`src/rtl/maroc_sc_sequencer.sv`:
```
// MAROC slow-control load sequencer: accepts a frame, resets and starts the serial
// transmitter, optionally re-shifts to capture the chip echo, and retries on mismatch.
module maroc_sc_sequencer #(
  parameter int FRAME_BITS = 829,
  parameter int RST_CYCLES = 4,
  parameter int GAP_CYCLES = 8,
  parameter int MAX_RETRY  = 3,
  parameter int TIMEOUT    = 4096
) (
  input  logic                  clk,
  input  logic                  rst,
  input  logic [FRAME_BITS-1:0] cfg_frame,
  input  logic                  cfg_valid,
  output logic                  cfg_ready,
  input  logic                  verify_en,
  output logic                  tx_rst,
  output logic                  tx_start,
  output logic [FRAME_BITS-1:0] tx_frame,
  input  logic                  tx_bit_stb,
  input  logic                  q_sc,
  output logic                  busy,
  output logic                  done,
  output logic                  error,
  output logic [3:0]            retry_cnt
);

  localparam int BW     = $clog2(FRAME_BITS);
  localparam int WW     = $clog2(TIMEOUT + 1);
  localparam int DW_MAX = (RST_CYCLES > GAP_CYCLES) ? RST_CYCLES : GAP_CYCLES;
  localparam int CW     = $clog2(DW_MAX + 1);

  typedef enum logic [2:0] {
    S_IDLE, S_RST, S_START, S_SHIFT, S_GAP, S_CHECK, S_DONE, S_FAIL
  } state_t;

  state_t                state_q, state_d;
  logic [BW-1:0]         bit_q, bit_d;
  logic [WW-1:0]         wd_q, wd_d;
  logic [CW-1:0]         cyc_q, cyc_d;
  logic [FRAME_BITS-1:0] frame_q, frame_d;
  logic [FRAME_BITS-1:0] cap_q, cap_d;
  logic                  verify_q, verify_d;
  logic                  pass2_q, pass2_d;
  logic                  error_q, error_d;
  logic [3:0]            retry_q, retry_d;

  always_comb begin
    state_d  = state_q;
    bit_d    = bit_q;
    wd_d     = wd_q;
    cyc_d    = cyc_q;
    frame_d  = frame_q;
    cap_d    = cap_q;
    verify_d = verify_q;
    pass2_d  = pass2_q;
    error_d  = error_q;
    retry_d  = retry_q;
    case (state_q)
      S_IDLE: begin
        if (cfg_valid) begin
          frame_d  = cfg_frame;
          verify_d = verify_en;
          retry_d  = 4'd0;
          error_d  = 1'b0;
          pass2_d  = 1'b0;
          cyc_d    = '0;
          state_d  = S_RST;
        end
      end
      S_RST: begin
        if (cyc_q == CW'(RST_CYCLES - 1)) begin
          cyc_d   = '0;
          state_d = S_START;
        end else begin
          cyc_d = cyc_q + 1'b1;
        end
      end
      S_START: begin
        bit_d   = '0;
        wd_d    = '0;
        state_d = S_SHIFT;
      end
      S_SHIFT: begin
        if (tx_bit_stb) begin
          wd_d = '0;
          // Echo enters at the MSB so the first echoed bit ends up in bit 0.
          if (pass2_q) cap_d = {q_sc, cap_q[FRAME_BITS-1:1]};
          if (bit_q == BW'(FRAME_BITS - 1)) begin
            if (pass2_q) begin
              state_d = S_CHECK;
            end else if (verify_q) begin
              cyc_d   = '0;
              state_d = S_GAP;
            end else begin
              state_d = S_DONE;
            end
          end else begin
            bit_d = bit_q + 1'b1;
          end
        end else begin
          wd_d = wd_q + 1'b1;
          if (wd_d == WW'(TIMEOUT)) begin
            error_d = 1'b1;
            state_d = S_FAIL;
          end
        end
      end
      S_GAP: begin
        if (cyc_q == CW'(GAP_CYCLES - 1)) begin
          cyc_d   = '0;
          pass2_d = 1'b1;
          state_d = S_RST;
        end else begin
          cyc_d = cyc_q + 1'b1;
        end
      end
      S_CHECK: begin
        if (cap_q == frame_q) begin
          state_d = S_DONE;
        end else if (retry_q < 4'(MAX_RETRY)) begin
          retry_d = retry_q + 1'b1;
          pass2_d = 1'b0;
          cyc_d   = '0;
          state_d = S_RST;
        end else begin
          error_d = 1'b1;
          state_d = S_FAIL;
        end
      end
      S_DONE:  state_d = S_IDLE;
      S_FAIL:  state_d = S_IDLE;
      default: state_d = S_IDLE;
    endcase
  end

  always_ff @(posedge clk) begin
    if (rst) begin
      state_q  <= S_IDLE;
      bit_q    <= '0;
      wd_q     <= '0;
      cyc_q    <= '0;
      frame_q  <= '0;
      cap_q    <= '0;
      verify_q <= 1'b0;
      pass2_q  <= 1'b0;
      error_q  <= 1'b0;
      retry_q  <= 4'd0;
    end else begin
      state_q  <= state_d;
      bit_q    <= bit_d;
      wd_q     <= wd_d;
      cyc_q    <= cyc_d;
      frame_q  <= frame_d;
      cap_q    <= cap_d;
      verify_q <= verify_d;
      pass2_q  <= pass2_d;
      error_q  <= error_d;
      retry_q  <= retry_d;
    end
  end

  assign cfg_ready = (state_q == S_IDLE);
  assign busy      = (state_q != S_IDLE);
  assign tx_rst    = (state_q == S_RST);
  assign tx_start  = (state_q == S_START);
  assign done      = (state_q == S_DONE);
  assign error     = error_q;
  assign retry_cnt = retry_q;
  assign tx_frame  = frame_q;

endmodule

```
`config.mk`:
```
export PLATFORM = sky130hd
export DESIGN_NAME = maroc_sc_sequencer
export DESIGN_NICKNAME = d
export VERILOG_FILES = /design/src/rtl/maroc_sc_sequencer.sv
export SDC_FILE = /design/constraint.sdc
export NUM_CORES = 2
export LEC_CHECK = 0
export ABC_CLOCK_PERIOD_IN_PS = 2000
export BUFFER_PORTS_ARGS = -buffer_cell sky130_fd_sc_hd__buf_2
export CAP_MARGIN = 10
export CORE_AREA = 2 2 660 662
export DETAILED_ROUTE_END_ITERATION = 10
export DIE_AREA = 0 0 662 664
export GPL_TIMING_DRIVEN = 0
export PLACE_DENSITY = 0.43
export SLEW_MARGIN = 10
export SYNTH_ARGS = -nofsm -noshare
export SYNTH_HDL_FRONTEND = slang
export SYNTH_SLANG_ARGS = --single-unit
```
`constraint.sdc`:
```
create_clock -name clk -period 2 [get_ports clk]
set_input_delay 0.3 -clock clk [delete_from_list [all_inputs] [get_ports clk]]
set_output_delay 0.3 -clock clk [all_outputs]
set_load 0.05 [all_outputs]
```
# ---- After elaboration in Yosys (flattened, before gate mapping)
# Index checks and enable logic that the tools add are counted.
dict set report word_totals {
  ff_bits 1695
  inputBits 835
  output_inout_bits 839
  word_cells 97
}
dict set report op_classes {
  add_sub_neg 4
  order_cmp 1
  n_eq_ne 27
  mux 39
  reduce_logical 16
}
# op n
set op_table {}
lappend op_table {{829-bit == test} 1}
lappend op_table {{4-bit 2-to-1 mux} 11}
lappend op_table {{13-bit one-hot mux with 2 select lines} 1}
lappend op_table {{3-bit 2-to-1 mux} 8}
lappend op_table {{2-bit != test, second input constant} 12}
lappend op_table {{3-bit one-hot mux with 7 select lines} 1}
lappend op_table {{10-bit 2-to-1 mux} 2}
lappend op_table {{10-bit one-hot mux with 2 select lines} 1}
lappend op_table {{4-bit one-hot mux with 5 select lines} 1}
lappend op_table {{13-bit by 1-bit adder with 13-bit output, second input constant} 1}
lappend op_table {{13-bit == test, second input constant} 1}
lappend op_table {{13-bit 2-to-1 mux} 1}
lappend op_table {{3-bit == test, second input constant} 4}
lappend op_table {{10-bit by 1-bit adder with 10-bit output, second input constant} 1}
lappend op_table {{10-bit == test, second input constant} 1}
lappend op_table {{5-bit AND reduction} 2}
lappend op_table {{3-bit nonzero test} 3}
lappend op_table {{4-bit by 1-bit adder with 4-bit output, second input constant} 2}
lappend op_table {{1-bit 2-to-1 mux} 8}
lappend op_table {{4-bit one-hot mux with 2 select lines} 1}
lappend op_table {{8-bit AND reduction} 1}
lappend op_table {{3-bit by 2-bit == test with 1-bit output, second input constant} 2}
lappend op_table {{3-bit != test, second input constant} 2}
lappend op_table {{1-bit one-hot mux with 3 select lines} 2}
lappend op_table {{other kinds (14)} 17}

# ---- Depth between registers and ports, before layout
dict set report depth {
  ltp_word 5
  depth_mapped 11
  mapped_depth_nobuf 11
}

# ---- Worst setup path after synthesis
# Ideal clock, no wire load.
dict set report synth_timing {
  kind {register -> register}
  start {reg state_q[2]}
  end {reg state_q[1]}
  setup_ns 0.086
  arrival_time_ns 2.671
  required_ns 1.914
  slack_ns -0.756
  path_stages_with_launch 7
  n_path_buf 1
  synth_period_minus_slack_ns 2.756
  cell_sequence {dfxtp_1 > clkbuf_1 > nor3b_1 > o21ai_0 > nor3b_1 > o221a_2 > a211oi_1}
}
dict set report synth_between {
  elab_chain_cells 3
  word_cells_on_any_way 16
  cone_classes {eq/ne (12); mux (1); reduce/logical (3)}
}
# element line
set synth_rtl {}
lappend synth_rtl {{from (decl)} 36} ;# state_t state_q, state_d;
lappend synth_rtl {{from (signal assigned)} 149} ;# state_q <= state_d;
lappend synth_rtl {{3-bit by 1-bit == test with 1-bit output (*)} n/a}
lappend synth_rtl {{net tx_rst} 16} ;# output logic tx_rst,
lappend synth_rtl {{2-bit by 1-bit != test with 1-bit output (no line)} n/a}
lappend synth_rtl {{5-bit AND reduction (no line)} n/a}
# Mark *: on every way through the listed nets, which the timed path passes. The rest lies on a longest branch.
# A chain may end at the register's enable or synchronous reset.

# ---- Worst setup path in the final report
dict set report layout_timing {
  start {reg frame_q[406], in the netlist tx_frame[406]}
  end {reg retry_q[0], in the netlist retry_cnt[0]}
}
dict set report layout_between {
  elab_chain_cells 3
}
# element line
set layout_rtl {}
lappend layout_rtl {{from (decl)} 40} ;# logic [FRAME_BITS-1:0] frame_q, frame_d;
lappend layout_rtl {{from (signal assigned)} 153} ;# frame_q <= frame_d;
lappend layout_rtl {{829-bit == test} 118} ;# if (cap_q == frame_q) begin
lappend layout_rtl {{2-bit != test (no line)} n/a}
lappend layout_rtl {{4-bit AND reduction (no line)} n/a}
lappend layout_rtl {{to (signal assigned)} 158} ;# retry_q <= retry_d;
lappend layout_rtl {{to (decl)} 45} ;# logic [3:0] retry_q, retry_d;
# Every way passes these cells.

==> results.py <==
metrics = {
    "run_status": {
        "run_status": "finished, violations left",
        "violations": "setup timing",
    },
    "timing": {
        "fin_crit_sh": 1.75,
        "relSlewSlack": 0.102,
        "fmax_mhz": 285,
        "fin_ws_ns": -1.51,
        "slew_violations": 0,
        "worst_pin_slew_ns": 1.34,
        "rsz0062_at_grt": "yes",
        "worst_clock_skew_ns": 0.0684,
        "setup_viol": 2378,
        "min_period_ns": 3.51,
        "finalHoldViolCount": 0,
    },
    "run": {
        "maxCapViolations": 0,
    },
    "synth": {
        "syn_area_um2": 67400,
        "synth_cell_types": 59,
        "yosys.cell_count.top_type": "nand2_1",
        "synth_top_area_frac": 0.503,
        "syn_inst": 8643,
        "synth.area.top_cells": "dfxtp_1, nand2_1, a21oi_1",
        "synth_nets": 9484,
        "ys_ff_latch": 1695,
        "yosys_warnings": 0,
        "yosys.area.top_type": "dfxtp_1",
        "ys_top_cells_by_count": "nand2_1, dfxtp_1, a21oi_1",
        "synth_edf_count": 0,
        "ys.flop_type": "dfxtp_1",
        "synthArstFlopShare": 0,
        "syn_area_per_cell_um2": 7.80,
        "ys_seq_area_frac": 0.503,
    },
    "cts": {
        "cts_root_buf": "clkbuf_16",
        "numCtsBuffers": 215,
        "insertion_delay_ns": 0.99,
        "path_clk_slew_ns": 0.06,
        "clockBufferDepth": 4,
        "cts_tree": "done",
        "cts.sink_count": 1695,
        "ctsHtreeMaxLevel": 4,
    },
    "routing": {
        "firstDrtPassIters": 6,
        "drc_errors": 0,
        "wl_um": 648000,
        "wl_per_cell_um": 37.2,
        "drt_iter0_drc": 7490,
        "vias_per_cell": 4.36,
        "postRouteAntennaNets": 0,
        "num_vias": 75900,
    },
    "place": {
        "gp_routability_congestion": 1.03,
        "portBuffers": 1673,
        "dp_hpwl_um": 567000,
        "place_area_um2": 84400,
    },
    "worst_setup_path": {
        "slowest_delay_ns": 0.79,
        "worstSetupStartpointType": "flop",
        "cp-end-kind": "flop",
        "crit_required_ns": 2.83,
        "crit_top_cell": "nand4_1",
        "cp_max_fo": 3,
        "path_cells": "xnor2_1 -> nand4_1 -> nor4_1 -> nand4_1 -> nor4_4 -> nand2_2 -> or3_4 -> a21oi_2 -> a311oi_1",
        "critPathKind": "reg2reg",
        "cp_slowest_cell": "xnor2_1",
        "cp_data_arrival_time_ns": 4.33,
    },
    "power": {
        "switching_share": 0.383,
        "power_leakage_uw": 0.0396,
        "seqPwrFrac": 0.373,
        "netSwitchingPower_uw": 41200,
        "p_comb_frac": 0.238,
        "ir_worst_vdd_uv": 815,
        "intPower_uw": 66300,
        "p_per_area_nw_per_um2": 1030,
        "clkPwrFrac": 0.389,
    },
    "layout": {
        "area_growth_pct": 54.9,
        "final_util": 0.241,
        "finish.instance_area_um2": 104000,
        "nets": 12300,
        "drive_gt1_frac": 0.252,
    },
    "global_route": {
        "antenna_found_initial": 143,
        "track_usage": 0.282,
        "overflow": 0,
        "grt_util_met3": 0.102,
        "use_met1": 0.323,
        "grt_pass1_vias": 69500,
        "top_usage_layer": "met2",
        "grt_max_degree": 17,
        "grt_use_met2": 0.458,
        "grt_pass1_wl_um": 785000,
    },
    "die": {
        "dieArea_um2": 440000,
        "die_h_um": 664,
        "num_io_pins": 1674,
        "start_util": 0.156,
        "die_w_um": 662,
        "core_um2": 433000,
        "num_rows": 242,
    },
    "min_path": {
        "min_path_type": "in2reg",
    },
}
placed cells by master, fill, tap and decap left out, drive strengths merged, types with 4 or more instances in the layout:
master,netlist,layout
nand2,3343,3343
buf,56,1853
dfxtp,1695,1695
a21oi,1675,1675
dlygate4sd3,0,834
clkbuf,510,764
xnor2,596,596
xor2,173,173
nand4,171,171
nor4,95,95
inv,69,81
diode,0,61
nor2,44,44
clkinv,0,42
nor2b,27,27
o22ai,21,21
o21ai,19,19
bufinv,0,17
nand2b,17,17
nand3,16,16
nor3,13,13
a22oi,11,11
o2bb2ai,9,9
clkinvlp,0,8
a22o,8,8
or3,7,7
a2111o,6,6
ha,6,6
and3,6,6
o2111ai,4,4
a311oi,4,4
a31oi,4,4
cell type report:
type / instances / area, um^2
Antenna cell: 61 / 153
Buffer: 566 / 4080
Clock buffer: 316 / 6320
Clock inverter: 79 / 992
Fill cell: 48000 / 328000
Inverter: 69 / 263
Multi-Input combinational cell: 6313 / 33400
Sequential cell: 1695 / 34400
Tap cell: 5734 / 7170
Timing Repair Buffer: 2570 / 17700
worst max-delay path: cells and delay by family (launching register included):
kind                      cells  cell delay, ns
and+or+nand+nor               6            1.92
xor gates and xnor gates      1            0.79
DFF                           1            0.42
AOI/OAI and AO/OA             2            0.20
power groups by stage:
| stage | sequential (uW) | clock (uW) | combinational, uW |
|---|---|---|---|
| 2_1_floorplan | 42700 | 0 | 6200 |
| 3_3_place_gp | 40700 | 0 | 22500 |
| 3_5_place_dp | 40800 | 0 | 22600 |
| 4_1_cts | 40100 | 42300 | 25100 |
| 5_1_grt | 40100 | 43500 | 26200 |
| 6_report | 40100 | 41900 | 25600 |
through the flow:
step                hold WS [ns]  std cells  TNS (ns)  setup WS, ns  total power, uW
finish                    0.0976      17400   -667.23         -1.51           108000
global route              0.0814      17400   -806.94         -1.37           110000
CTS                       0.0313      17300   -972.50         -1.36           108000
detailed placement         0.460      16100  -2517.16         -3.07            63300
global placement           0.456      16100  -3906.96         -4.02            63200
floorplan                  0.426       8643   -133.82        -0.301            48900
cell families (layout without fill, tap and decap cells):
group           after synthesis  after routing  synth area share
compound gates             1784           1784             0.137
xor+xnor                    769            769            0.0999
fa+ha+maj                     6              6           0.00111
buf+inv                     635           3600            0.0362
flops                      1695           1695             0.503
mux                           3              3          0.000445
other cells                   0             61                 0
simple gates               3751           3751             0.223
path summary, 6_finish.rpt:
check                                   from                   endpoint  slack, ns  cells past startpoint
hold reg to reg       cap_q[97]$_SDFFE_PP0P_     cap_q[96]$_SDFFE_PP0P_       0.42                      2
hold / removal                 cfg_frame[43]  tx_frame[43]$_SDFFE_PP0P_        0.1                      4
setup reg to reg  tx_frame[406]$_SDFFE_PP0P_  retry_cnt[0]$_SDFFE_PP0P_      -1.51                      9
setup / recovery  tx_frame[406]$_SDFFE_PP0P_  retry_cnt[0]$_SDFFE_PP0P_      -1.51                      9
repair_timing:
action / in CTS / in global routing
gates resized for setup: 445 / 534
hold buffers: 834 / 0
hold endpoints to repair: 845 / 0
gates cloned: 5 / 4
pin swaps: 56 / 21
setup endpoints to repair: 2514 / 2516
setup buffers: 18 / 20
sequential cells by signal (all words and copies together), names as in the netlist:
register and count:
bit_q 10, cap_q 829, cyc_q 4, error 1
pass2_q 1, retry_cnt 4, state_q 3, tx_frame 829
verify_q 1, wd_q 13
per-layer routing:
| metal | wire length, um | vias to the layer above |
|---|---|---|
| li1 | - | 34000 |
| met1 | 243000 | 37100 |
| met2 | 294000 | 3710 |
| met3 | 66700 | 1028 |
| met4 | 43700 | 84 |
| met5 | 520 | - |
Power figures use the tool's default switching activity.
